===== src/rtl/display_frame_sequencer.sv =====
// Frame sequencer for the ILI9341 8080 path: emits the CASET/PASET/RAMWR window
// preamble, then splits RGB565 pixels into hi/lo data bytes, policing frame length.
module display_frame_sequencer #(
  parameter int X_RES = 320,
  parameter int Y_RES = 240
) (
  input  logic        aclk,
  input  logic        areset,
  input  logic        enable,
  input  logic [8:0]  cfg_x0,
  input  logic [8:0]  cfg_x1,
  input  logic [8:0]  cfg_y0,
  input  logic [8:0]  cfg_y1,
  input  logic        cfg_wr,
  output logic        cfg_err,
  input  logic        s_axis_tvalid,
  output logic        s_axis_tready,
  input  logic        s_axis_tlast,
  input  logic [15:0] s_axis_tdata,
  output logic        m_axis_tvalid,
  input  logic        m_axis_tready,
  output logic        m_axis_tlast,
  output logic [8:0]  m_axis_tdata,
  output logic        frame_done,
  output logic        len_err,
  output logic [2:0]  dbg_state
);

  typedef enum logic [2:0] {
    IDLE   = 3'd0,
    CMD    = 3'd1,
    PIX_HI = 3'd2,
    PIX_LO = 3'd3,
    FLUSH  = 3'd4
  } state_t;

  localparam logic [8:0] X_MAX = 9'(X_RES - 1);
  localparam logic [8:0] Y_MAX = 9'(Y_RES - 1);

  state_t      r_state, w_next;
  logic [8:0]  r_x0, r_x1, r_y0, r_y1;
  logic [8:0]  r_px0, r_px1, r_py0, r_py1;
  logic        r_pend_vld;
  logic [3:0]  r_cmd_idx;
  logic [16:0] r_n, r_cnt;
  logic        r_cfg_err, r_frame_done, r_len_err;

  logic        w_cfg_ok, w_start, w_consume, w_last_pix, w_done, w_len_err;
  logic [9:0]  w_w, w_h;
  logic [16:0] w_n;
  logic [8:0]  w_cmd_byte;

  assign w_cfg_ok   = (cfg_x0 <= cfg_x1) && (cfg_x1 <= X_MAX) &&
                      (cfg_y0 <= cfg_y1) && (cfg_y1 <= Y_MAX);
  assign w_start    = (r_state == IDLE) && enable && s_axis_tvalid;
  assign w_consume  = (r_state == PIX_LO) && s_axis_tvalid && m_axis_tready;
  assign w_last_pix = (r_cnt + 17'd1) == r_n;
  assign w_w        = ({1'b0, r_x1} - {1'b0, r_x0}) + 10'd1;
  assign w_h        = ({1'b0, r_y1} - {1'b0, r_y0}) + 10'd1;
  assign w_n        = 17'(w_w) * 17'(w_h);

  // Preamble byte: {dc, byte}; coordinate high bytes carry only bit 8.
  always_comb begin
    w_cmd_byte = 9'h000;
    case (r_cmd_idx)
      4'd0:    w_cmd_byte = {1'b0, 8'h2A};
      4'd1:    w_cmd_byte = {1'b1, 7'd0, r_x0[8]};
      4'd2:    w_cmd_byte = {1'b1, r_x0[7:0]};
      4'd3:    w_cmd_byte = {1'b1, 7'd0, r_x1[8]};
      4'd4:    w_cmd_byte = {1'b1, r_x1[7:0]};
      4'd5:    w_cmd_byte = {1'b0, 8'h2B};
      4'd6:    w_cmd_byte = {1'b1, 7'd0, r_y0[8]};
      4'd7:    w_cmd_byte = {1'b1, r_y0[7:0]};
      4'd8:    w_cmd_byte = {1'b1, 7'd0, r_y1[8]};
      4'd9:    w_cmd_byte = {1'b1, r_y1[7:0]};
      default: w_cmd_byte = {1'b0, 8'h2C};
    endcase
  end

  // Both streams: a beat transfers on a rising edge where valid && ready; a
  // valid beat is held unchanged until it transfers. The input pixel is only
  // consumed on the low-byte transfer.
  always_comb begin
    w_next        = r_state;
    m_axis_tvalid = 1'b0;
    m_axis_tdata  = 9'h000;
    m_axis_tlast  = 1'b0;
    s_axis_tready = 1'b0;
    w_done        = 1'b0;
    w_len_err     = 1'b0;
    case (r_state)
      IDLE: if (w_start) w_next = CMD;
      CMD: begin
        m_axis_tvalid = 1'b1;
        m_axis_tdata  = w_cmd_byte;
        if (m_axis_tready && r_cmd_idx == 4'd10) w_next = PIX_HI;
      end
      PIX_HI: begin
        m_axis_tvalid = s_axis_tvalid;
        m_axis_tdata  = {1'b1, s_axis_tdata[15:8]};
        if (s_axis_tvalid && m_axis_tready) w_next = PIX_LO;
      end
      PIX_LO: begin
        m_axis_tvalid = s_axis_tvalid;
        m_axis_tdata  = {1'b1, s_axis_tdata[7:0]};
        s_axis_tready = m_axis_tready;
        if (w_consume) begin
          if (w_last_pix || s_axis_tlast) begin
            m_axis_tlast = 1'b1;
            w_done       = 1'b1;
            w_len_err    = w_last_pix != s_axis_tlast;
            w_next       = (w_last_pix && !s_axis_tlast) ? FLUSH : IDLE;
          end else begin
            w_next = PIX_HI;
          end
        end
      end
      FLUSH: begin
        s_axis_tready = 1'b1;
        if (s_axis_tvalid && s_axis_tlast) w_next = IDLE;
      end
      default: w_next = IDLE;
    endcase
  end

  always_ff @(posedge aclk or posedge areset) begin
    if (areset) r_state <= IDLE;
    else        r_state <= w_next;
  end

  always_ff @(posedge aclk or posedge areset) begin
    if (areset) begin
      r_x0 <= 9'd0;  r_x1 <= X_MAX;  r_y0 <= 9'd0;  r_y1 <= Y_MAX;
      r_px0 <= 9'd0; r_px1 <= 9'd0;  r_py0 <= 9'd0; r_py1 <= 9'd0;
      r_pend_vld   <= 1'b0;
      r_cmd_idx    <= 4'd0;
      r_n          <= 17'd0;
      r_cnt        <= 17'd0;
      r_cfg_err    <= 1'b0;
      r_frame_done <= 1'b0;
      r_len_err    <= 1'b0;
    end else begin
      // The window only moves at frame start, so a frame never sees a mix.
      if (w_start) begin
        if (r_pend_vld) begin
          r_x0 <= r_px0; r_x1 <= r_px1; r_y0 <= r_py0; r_y1 <= r_py1;
        end
        r_pend_vld <= 1'b0;
        r_cmd_idx  <= 4'd0;
        r_cnt      <= 17'd0;
      end
      if (cfg_wr && w_cfg_ok) begin
        r_px0 <= cfg_x0; r_px1 <= cfg_x1; r_py0 <= cfg_y0; r_py1 <= cfg_y1;
        r_pend_vld <= 1'b1;
      end
      if (r_state == CMD) begin
        r_n <= w_n;
        if (m_axis_tready) r_cmd_idx <= r_cmd_idx + 4'd1;
      end
      if (w_consume) r_cnt <= r_cnt + 17'd1;
      r_cfg_err    <= cfg_wr && !w_cfg_ok;
      r_frame_done <= w_done;
      r_len_err    <= w_len_err;
    end
  end

  assign cfg_err    = r_cfg_err;
  assign frame_done = r_frame_done;
  assign len_err    = r_len_err;
  assign dbg_state  = r_state;

endmodule

===== config.mk =====
export PLATFORM = sky130hd
export DESIGN_NAME = display_frame_sequencer
export DESIGN_NICKNAME = d
export VERILOG_FILES = /design/src/rtl/display_frame_sequencer.sv
export SDC_FILE = /design/constraint.sdc
export NUM_CORES = 1
export LEC_CHECK = 0
export BUFFER_PORTS_ARGS = -buffer_cell sky130_fd_sc_hd__buf_4
export CAP_MARGIN = 20
export CORE_MARGIN = 1
export CORE_UTILIZATION = 35
export CTS_CLUSTER_DIAMETER = 80
export DETAILED_ROUTE_END_ITERATION = 8
export GPL_ROUTABILITY_DRIVEN = 1
export PLACE_DENSITY = 0.56
export SYNTH_ARGS = -nofsm -noshare
export SYNTH_HDL_FRONTEND = slang
export SYNTH_SLANG_ARGS = --single-unit

===== constraint.sdc =====
create_clock -name aclk -period 7.32 [get_ports aclk]
set_input_delay 1.464 -clock aclk [delete_from_list [all_inputs] [get_ports aclk]]
set_output_delay 1.464 -clock aclk [all_outputs]
set_load 0.005 [all_outputs]

==> run metrics, run 1 <==
status=finished clean; Post-synth top cells=inv_1 (132), dfrtp_1 (103), nand2_1 (103); Synth area leader=dfrtp_1; Syn Area/Cell=9.45 sq um; crit path kind=flip-flop to flip-flop; Register Area=2950 sq um; Cell Area, Synth=10100 sq um; num ports=77; pin count of the biggest net entering global routing=74; share of layout cells above drive strength 1=0.193; clk_skew=0.0114 ns; top post-synthesis cells by area=dfrtp_1 (26%), ha_1 (12%), fa_1 (12%); final WL=23700 um; Setup WS pre-CTS=0.196 ns; total CTS buffers=17; GP Congestion=0.825; vias in the first global route=7566; crit-path max FO=9; clock sink total=117; Post-synth top flop=dfrtp_1; Worst-Margin Slew=1.10 ns; GRT Util Overall=0.170; antenna violations before repair=0; Required @ worst endpoint=7.62 ns; clk_lat worst skew=0.43 ns; Initial DRC Count=380; Period Utilization, post-route=0.948; Post-synth EDFFs=0; Syn Nets=1286; Final min period=6.94 ns; CP max stage cell=fa_1; crit path DAT=7.24 ns; Pre-antenna DRT Iters=6; Core ar.=28000 sq um; post-DP HPWL=18800 um; Async SR Flop Fraction=1.00; Worst setup SP type=flip-flop; global route overflow=0; Setup-failing EPs final=0; Antenna Nets Post-Route=0; clk buf depth=2; initial cell density of the core=0.359; hold_buf cts=0; Slew HR=0.262; diode count=0; H-tree levels=4; Setup WS post-layout=0.379 ns; Routed WL per cell=15.5 um; Final nets=1361; drt via density=4.97; Final Max Slew Viols=0; DRC=0; maximum capacitance violations=0; Area Overhead vs Synth=16.5%; Worst path most repeated cell=inv_1; post-synthesis cell type count=65; Max Fclk=144 MHz; Post-Synthesis Cells=1065; critical path endpoint category=flip-flop; worst hold-check path type=flip-flop to flip-flop; # fillers=2805; post-synth top area share=0.256; CTS resizes=0; CTS tree=done; Total Die Area=29400 sq um; Post-CTS Setup Bufs=0; first-pass GRT wire length=39100 um; Root Driver=clkbuf_16; Synth Warn #=0; top-count cell post-synth=inv_1; Die Y-Extent=172 um; FP Rows=61; DR vias=7612; Multi-input gate area=6520 sq um; Die W=172 um; Fin. Hold Viols=0; register bit total from synthesis=117; Critical Path Max Stage Delay=0.54 ns; PortBufs=76; sequential area share after synthesis=0.293; Reg clk slew, reported paths=0.06 ns
-- layout by cell type (no fill, tap or decap), drive strengths merged, types with 4 or more instances in the layout --
cell    count
buf        90
a21o       10
nor4        5
nor2b       8
xnor2      35
o21ai      62
o21bai      6
a211oi      5
or3         4
dfrtp     103
nand4      10
inv       135
mux2       71
or4         4
and3        8
nand3      18
xor2       28
o21a       12
nand2     103
clkbuf     18
a31oi       9
a21oi      42
mux2i       6
ha        100
clkinv      5
nor3        8
o211ai      5
a32oi       4
and2       13
o22ai       7
o31ai       8
nor2       84
fa         62
dfstp      14
nand2b     12
-- critical path: cells and delay by family (launching register included) --
family	cells	cell delay [ns]
flip-flops	1	0.53
AO/OA/AOI/OAI	5	0.84
buffers and inverters	7	0.39
AND/OR/NAND/NOR	6	1.36
XOR/XNOR	1	0.15
adder cells (fa/ha/maj)	9	3.52
-- layer usage --
| layer | global-route usage | wire length, um | share of wire | vias to the layer above |
|---|---|---|---|---|
| li1 | - | - | - | 3747 |
| met1 | 0.226 | 11100 | 0.47 | 3708 |
| met2 | 0.277 | 11400 | 0.48 | 127 |
| met3 | 0.0320 | 784 | 0.033 | 30 |
| met4 | 0.0571 | 478 | 0.020 | 0 |
| met5 | 0 | 0 | 0 | - |
-- logic make-up after synthesis --
group / Yosys count / synth area share
AND/OR/NAND/NOR: 291 / 0.136
XOR/XNOR: 64 / 0.0589
AO/OA/AOI/OAI: 188 / 0.116
buffers and inverters: 166 / 0.0631
adder cells (fa/ha/maj): 162 / 0.248
flip-flops: 117 / 0.293
multiplexers: 77 / 0.0854
-- state kept, by name, summed over array words and instances, names as in the netlist --
register	cells
r_py1	9
len_err	1
dbg_state	3
r_n	17
r_cnt	17
r_pend_vld	1
r_y0	9
frame_done	1
r_x0	9
r_px1	9
r_px0	9
cfg_err	1
r_x1	9
r_y1	9
r_py0	9
r_cmd_idx	4
-- through the flow --
stage	area [sq um]	hold slack, ns	util	setup TNS (ns)	cells
CTS	11700	0.486	0.417	0	1530
floorplan	10100	0.447	-	0	1065
finish	11700	0.477	0.419	0	1531
detailed placement	11100	0.467	0.395	0	1498
global placement	11100	0.458	0.395	0	1498
global route	11700	0.515	0.419	-0.00547	1531
-- layout make-up --
cell class / instances / area share
clock buffers: 18 / 0.0366
repair buffers: 90 / 0.0576
well taps: 378 / 0.0403
inverters: 132 / 0.0425
clock inverters: 14 / 0.0153
multi-input cells: 782 / 0.556
flip-flops and latches: 117 / 0.251
-- path summary, 6_finish.rpt --
path	from	to	slack [ns]	cells past startpoint
min reg2reg	r_py1[8]	r_py1[8]	0.48	1
max reg2reg	r_y1[1]	r_n[16]	0.38	28
min	r_py1[8]	r_py1[8]	0.48	1
max	r_y1[1]	r_n[16]	0.38	28
min in group asynchronous	areset	r_n[8]	1.12	2
max in group asynchronous	areset	r_px1[6]	4.86	3
Power of run 1 is left out: the tool's default activity adds up to more than one toggle a clock period on the data nets, which glitch-free logic cannot reach.
==> run 2, diff against run 1 <==
--- a/config.mk
+++ b/config.mk
@@ -7,2 +7,3 @@
 export LEC_CHECK = 0
+export ABC_AREA = 1
 export BUFFER_PORTS_ARGS = -buffer_cell sky130_fd_sc_hd__buf_4
==> constraint.sdc (replaced) <==
create_clock -name aclk -period 7.32 [get_ports aclk]
set_input_delay 0.366 -clock aclk [delete_from_list [all_inputs] [get_ports aclk]]
set_output_delay 0.366 -clock aclk [all_outputs]
set_load 0.005 [all_outputs]
==> run 2 against run 1 <==
Net effect: hold slack got worse by 0.28 ns; die area increased by 1.7%; non-clock buffer count decreased by 6; synthesized area increased by 1.7%; first-iteration DRC count increased by 22%; critical endpoint unchanged.
==> run metrics, run 2 <==
status=finished clean; crit-path leading delay family=adder cells; biggest regs=r_cnt (17), r_n (17); Post-CTS Setup Bufs=0 (unchanged); clk_skew=0.0150 ns (+0.00358 ns); Fin. Hold Viols=0 (unchanged); Required @ worst endpoint=7.67 ns (+0.05 ns); Max Fclk=150 MHz (+3.9%); diode count=0 (unchanged); Post-Synthesis Cells=1302 (+22%); most common cell after layout, fill and taps aside=nand2_1; cell count of the worst reg-to-reg path=37 (+32%); DR vias=8586 (+13%); top-count cell post-synth=nand2_1; r2r endpoint=r_n[16]; WP buf/inv=11 (+4); post-synthesis cell type count=50 (-23%); CTS resizes=0 (unchanged); Synth Warn #=0 (unchanged); Synth area leader=dfrtp_1; Setup-failing EPs final=0 (unchanged); Final min period=6.68 ns (-0.261 ns); Die W=173 um (+0.84%); final WL=25200 um (+6.6%); Critical Path Max Stage Delay=0.54 ns (about the same); Worst setup SP type=flip-flop; Pre-antenna DRT Iters=5 (-1); crit-path max FO=7 (-2); Antenna Nets Post-Route=0 (unchanged); Post-synth top flop=dfrtp_1; Post-synth top cells=nand2_1 (301), inv_1 (229), nor2_1 (118); Cell Area, Synth=10200 sq um (+1.7%); share of layout cells above drive strength 1=0.128 (-0.0644); Routed WL per cell=14.2 um (-8.0%); Final Max Slew Viols=0 (unchanged); GP Congestion=0.874 (+5.9%); antenna violations before repair=0 (unchanged); Post-synth EDFFs=0 (unchanged); clk buf depth=2 (unchanged); PortBufs=76 (unchanged); stages on the worst setup path=37 (+32%); Syn Area/Cell=7.86 sq um (-17%); Area Overhead vs Synth=15.4%; Async SR Flop Fraction=1.00 (unchanged); R2R Setup Slk=0.64 ns (+0.26 ns); total CTS buffers=17 (unchanged); pin count of the biggest net entering global routing=78 (+5.4%); Reg clk slew, reported paths=0.06 ns (about the same); crit path DAT=7.04 ns (-0.20 ns); register bit total from synthesis=117 (unchanged); CP max stage cell=fa_1; drt via density=4.84 (-2.6%); initial cell density of the core=0.357 (-0.00269); Total Die Area=29900 sq um (+1.7%); num ports=77 (unchanged); Root Driver=clkbuf_16; Worst path most repeated cell=inv_1; sequential area share after synthesis=0.288 (-0.00490); Final nets=1597 (+17%); DRC=0 (unchanged); vias in the first global route=8717 (+15%); FP Rows=62 (+1.6%); Core ar.=28700 sq um (+2.5%); post-DP HPWL=20300 um (+8.1%); Critical path destination=r_n[16]; clock sink total=117 (unchanged); worst hold-check path type=input port to flip-flop; crit path kind=flip-flop to flip-flop; Setup TNS=0 ns (unchanged); Worst-Margin Slew=0.967 ns (-0.130 ns); critical path endpoint category=flip-flop; first-pass GRT wire length=43100 um (+10%); # fillers=3011 (+7.3%); top post-synthesis cells by area=dfrtp_1 (25%), ha_1 (12%), fa_1 (12%); global route overflow=0 (unchanged); Slew HR=0.355 (+0.0937); RR Startpoint=r_y1[1]; Die Y-Extent=173 um (+0.84%); most frequent cells in the layout=nand2_1 (300), inv_1 (228), nor2_1 (118); CTS tree=done; Syn Nets=1523 (+18%); worst min-delay path startpoint=cfg_y1[3]; H-tree levels=4 (unchanged); Initial DRC Count=463 (+22%); maximum capacitance violations=0 (unchanged); GRT Util Overall=0.179 (+0.00858); clk_lat worst skew=0.43 ns (about the same); hold_buf cts=1 (+1); Period Utilization, post-route=0.913 (-0.0356); post-synth top area share=0.252 (-0.00429); unrepaired setup endpoints after global routing=no; crit path from=r_y1[1]
-- run 2: logic make-up (layout without fill, tap and decap cells) --
logic type / after synthesis / count (layout) / share of synthesized area
fa+ha+maj: 162 / 162 / 0.243
buf+inv: 269 / 356 / 0.101
simple gates: 558 / 558 / 0.239
compound gates: 152 / 152 / 0.0846
mux: 14 / 14 / 0.0154
xor+xnor: 30 / 30 / 0.0285
flops: 117 / 117 / 0.288
-- run 2: per-stage QoR --
stage | setup WS (ns) | hold WS (ns) | cells | area (sq um) | util
after floorplan | 1.14 | 0.438 | 1302 | 10200 | -
after global placement | 0.801 | 0.452 | 1739 | 11200 | 0.391
after detailed placement | 0.662 | 0.455 | 1739 | 11200 | 0.391
after CTS | 0.626 | 0.181 | 1772 | 11800 | 0.411
after global routing | 0.0937 | 0.193 | 1773 | 11800 | 0.412
final | 0.640 | 0.200 | 1773 | 11800 | 0.412
-- run 2: worst min path at each step --
stage                     endpoint  cells past startpoint
after CTS                 r_py1[3]                      3
after global routing      r_py1[3]                      3
final                     r_py1[3]                      3
after detailed placement  r_px0[1]                      2
after floorplan           r_px0[1]                      2
after global placement    r_px0[1]                      2
-- run 2: worst register-to-register path, delay by kind of cell, from the launching register on --
family	cells	cell delay [ns]
simple gates	16	1.54
buf+inv	11	0.83
flops	1	0.51
xor+xnor	1	0.27
fa+ha+maj	9	3.45
-- run 2: cell type report --
cell class | count | area (sq um) | share of cell area
Multi-Input combinational cell | 916 | 6270 | 0.531
Sequential cell | 117 | 2950 | 0.249
Inverter | 240 | 903 | 0.0765
Timing Repair Buffer | 84 | 646 | 0.0547
Tap cell | 384 | 480 | 0.0407
Clock buffer | 17 | 425 | 0.0360
Clock inverter | 15 | 144 | 0.0122
-- run 2: routing by layer --
metal | routed length (um) | GRT usage | up-vias
met5 | 0 | 0 | -
met4 | 653 | 0.0645 | 0
met3 | 842 | 0.0290 | 36
met2 | 11900 | 0.297 | 163
met1 | 11900 | 0.235 | 4062
li1 | - | - | 4325
Power of run 2 is left out for the same reason.
==> run 3, diff against run 2 <==
Settings changed: RECOVER_POWER set to 25.
==> run 3 against run 2 <==
Net effect: the flow now finishes with violations (max-capacitance violations, max-slew violations); setup slack got worse by 0.0074 ns; die area is the same; final area fell by 0.22%; critical path type unchanged; global-route usage unchanged.
==> run metrics, run 3 (synthesis results as in run 2) <==
CTS tree=done; WP buf/inv=11 (unchanged); crit path DAT=7.04 ns (about the same); clk_lat worst skew=0.43 ns (about the same); unrepaired setup endpoints after global routing=no; Reg clk slew, reported paths=0.06 ns (about the same); initial cell density of the core=0.357 (unchanged); Required @ worst endpoint=7.67 ns (about the same); R2R Setup Slk=0.63 ns (about the same); crit path kind=flip-flop to flip-flop; global route overflow=0 (unchanged); Core ar.=28700 sq um (unchanged); antenna violations before repair=0 (unchanged); crit-path leading delay family=adder cells; Final Max Slew Viols=120 (+120); Die Y-Extent=173 um (unchanged); r2r endpoint=r_n[16]; Final nets=1597 (unchanged); num ports=77 (unchanged); vias in the first global route=8717 (unchanged); Area Overhead vs Synth=15.1%; DRC=0 (unchanged); worst hold-check path type=input port to flip-flop; Critical Path Max Stage Delay=0.54 ns (about the same); CP max stage cell=fa_1; critical path endpoint category=flip-flop; Setup TNS=0 ns (unchanged); H-tree levels=4 (unchanged); clock sink total=117 (unchanged); Routed WL per cell=14.2 um (about the same); first-pass GRT wire length=43100 um (unchanged); Max Fclk=150 MHz (-0.11%); Root Driver=clkbuf_16; most common cell after layout, fill and taps aside=nand2_1; biggest regs=r_cnt (17), r_n (17); total CTS buffers=17 (unchanged); post-DP HPWL=20300 um (unchanged); Worst-Margin Slew=4.02 ns (+3.05 ns); GRT Util Overall=0.179 (unchanged); Setup-failing EPs final=0 (unchanged); Setup WS post-layout=0.632 ns (-0.00741 ns); status=complete, but fails checks; drt via density=4.85 (+0.14%); Die W=173 um (unchanged); FP Rows=62 (unchanged); pin count of the biggest net entering global routing=78 (unchanged); crit-path max FO=7 (unchanged); Initial DRC Count=410 (-11%); Period Utilization, post-route=0.914 (+0.00101); Hold EP=r_py1[3]; Worst setup SP type=flip-flop; most frequent cells in the layout=nand2_1 (301), inv_1 (228), nor2_1 (119); dpl cell area=11200 sq um (unchanged); final WL=25200 um (about the same); worst min-delay path startpoint=cfg_y1[3]; Worst path most repeated cell=inv_1; Antenna Nets Post-Route=0 (unchanged); PortBufs=76 (unchanged); Total Die Area=29900 sq um (unchanged); Post-Layout Inst Area=11800 sq um (-0.22%); maximum capacitance violations=2 (+2); clk_skew=0.0173 ns (+0.00231 ns); clk buf depth=2 (unchanged); failing checks=max-capacitance violations, max-slew violations; GP Congestion=0.874 (unchanged); CTS resizes=0 (unchanged); Slew HR=-1.68 (-2.03); RR Startpoint=r_y1[1]; DR vias=8598 (+0.14%); # fillers=3019 (+0.27%); share of layout cells above drive strength 1=0.124 (-0.00432); Pre-antenna DRT Iters=5 (unchanged); diode count=0 (unchanged); Fin. Hold Viols=0 (unchanged); Setup WS pre-CTS=0.662 ns (unchanged); post-route insts no fill=1773 (unchanged); cell count of the worst reg-to-reg path=37 (unchanged); Final min period=6.69 ns (+0.00741 ns); Hold Crit Depth=3 (unchanged); # placed instances=1739 (unchanged)
-- run 3: cell count changes in the layout (fill, tap and decap cells not counted) --
cell        change
nor2_4          -1
nand2_1         +1
clkbuf_4        +6
o21ai_0         +1
inv_4           -1
clkbuf_1        +3
buf_4           -9
nor2_1          +1
clkinvlp_2      +1
nand2_2         -1
o21ai_2         -1
-- run 3: worst register-to-register path, delay by kind of cell, from the launching register on --
kind                       cells  cell delay [ns]
buffers and inverters         11             0.83
xor gates and xnor gates       1             0.27
adders and majority gates      9             3.46
and+or+nand+nor               16             1.54
DFF                            1             0.51
-- run 3: metal layers --
layer | share of wire | global-route usage | vias up
li1 | - | - | 4324
met1 | 0.47 | 0.235 | 4084
met2 | 0.47 | 0.297 | 156
met3 | 0.030 | 0.0290 | 34
met4 | 0.026 | 0.0645 | 0
met5 | 0 | 0 | -
-- run 3: how the worst max path moves through the flow --
stage	to	startpoint	cells after the start
4_1_cts	r_n[16]	r_y1[1]	37
5_1_grt	r_n[16]	r_y1[1]	37
3_5_place_dp	r_n[16]	r_y1[1]	37
3_3_place_gp	r_n[16]	r_y1[1]	37
6_report	r_n[16]	r_y1[1]	37
2_1_floorplan	r_n[16]	r_y1[1]	37
-- run 3: area by class of cell --
| type | instances | area, sq um | share of cell area |
|---|---|---|---|
| Sequential cell | 117 | 2950 | 0.250 |
| Tap cell | 384 | 480 | 0.0408 |
| Inverter | 240 | 902 | 0.0765 |
| Clock buffer | 17 | 425 | 0.0361 |
| Timing Repair Buffer | 84 | 634 | 0.0538 |
| Multi-Input combinational cell | 916 | 6250 | 0.531 |
| Clock inverter | 15 | 144 | 0.0122 |
-- run 3: what timing repair did --
action,4_1_cts,5_1_grt
setup endpoints to repair,0,0
buffers inserted,0,0
endpoints found under the hold margin,1,0
hold buffers,1,0
-- run 3: stage by stage --
step,hold WS [ns],utilization
6_report,0.199,0.411
5_1_grt,0.193,0.411
4_1_cts,0.181,0.411
3_5_place_dp,0.455,0.391
3_3_place_gp,0.452,0.391
2_1_floorplan,0.438,-
Power of run 3 is left out for the same reason.
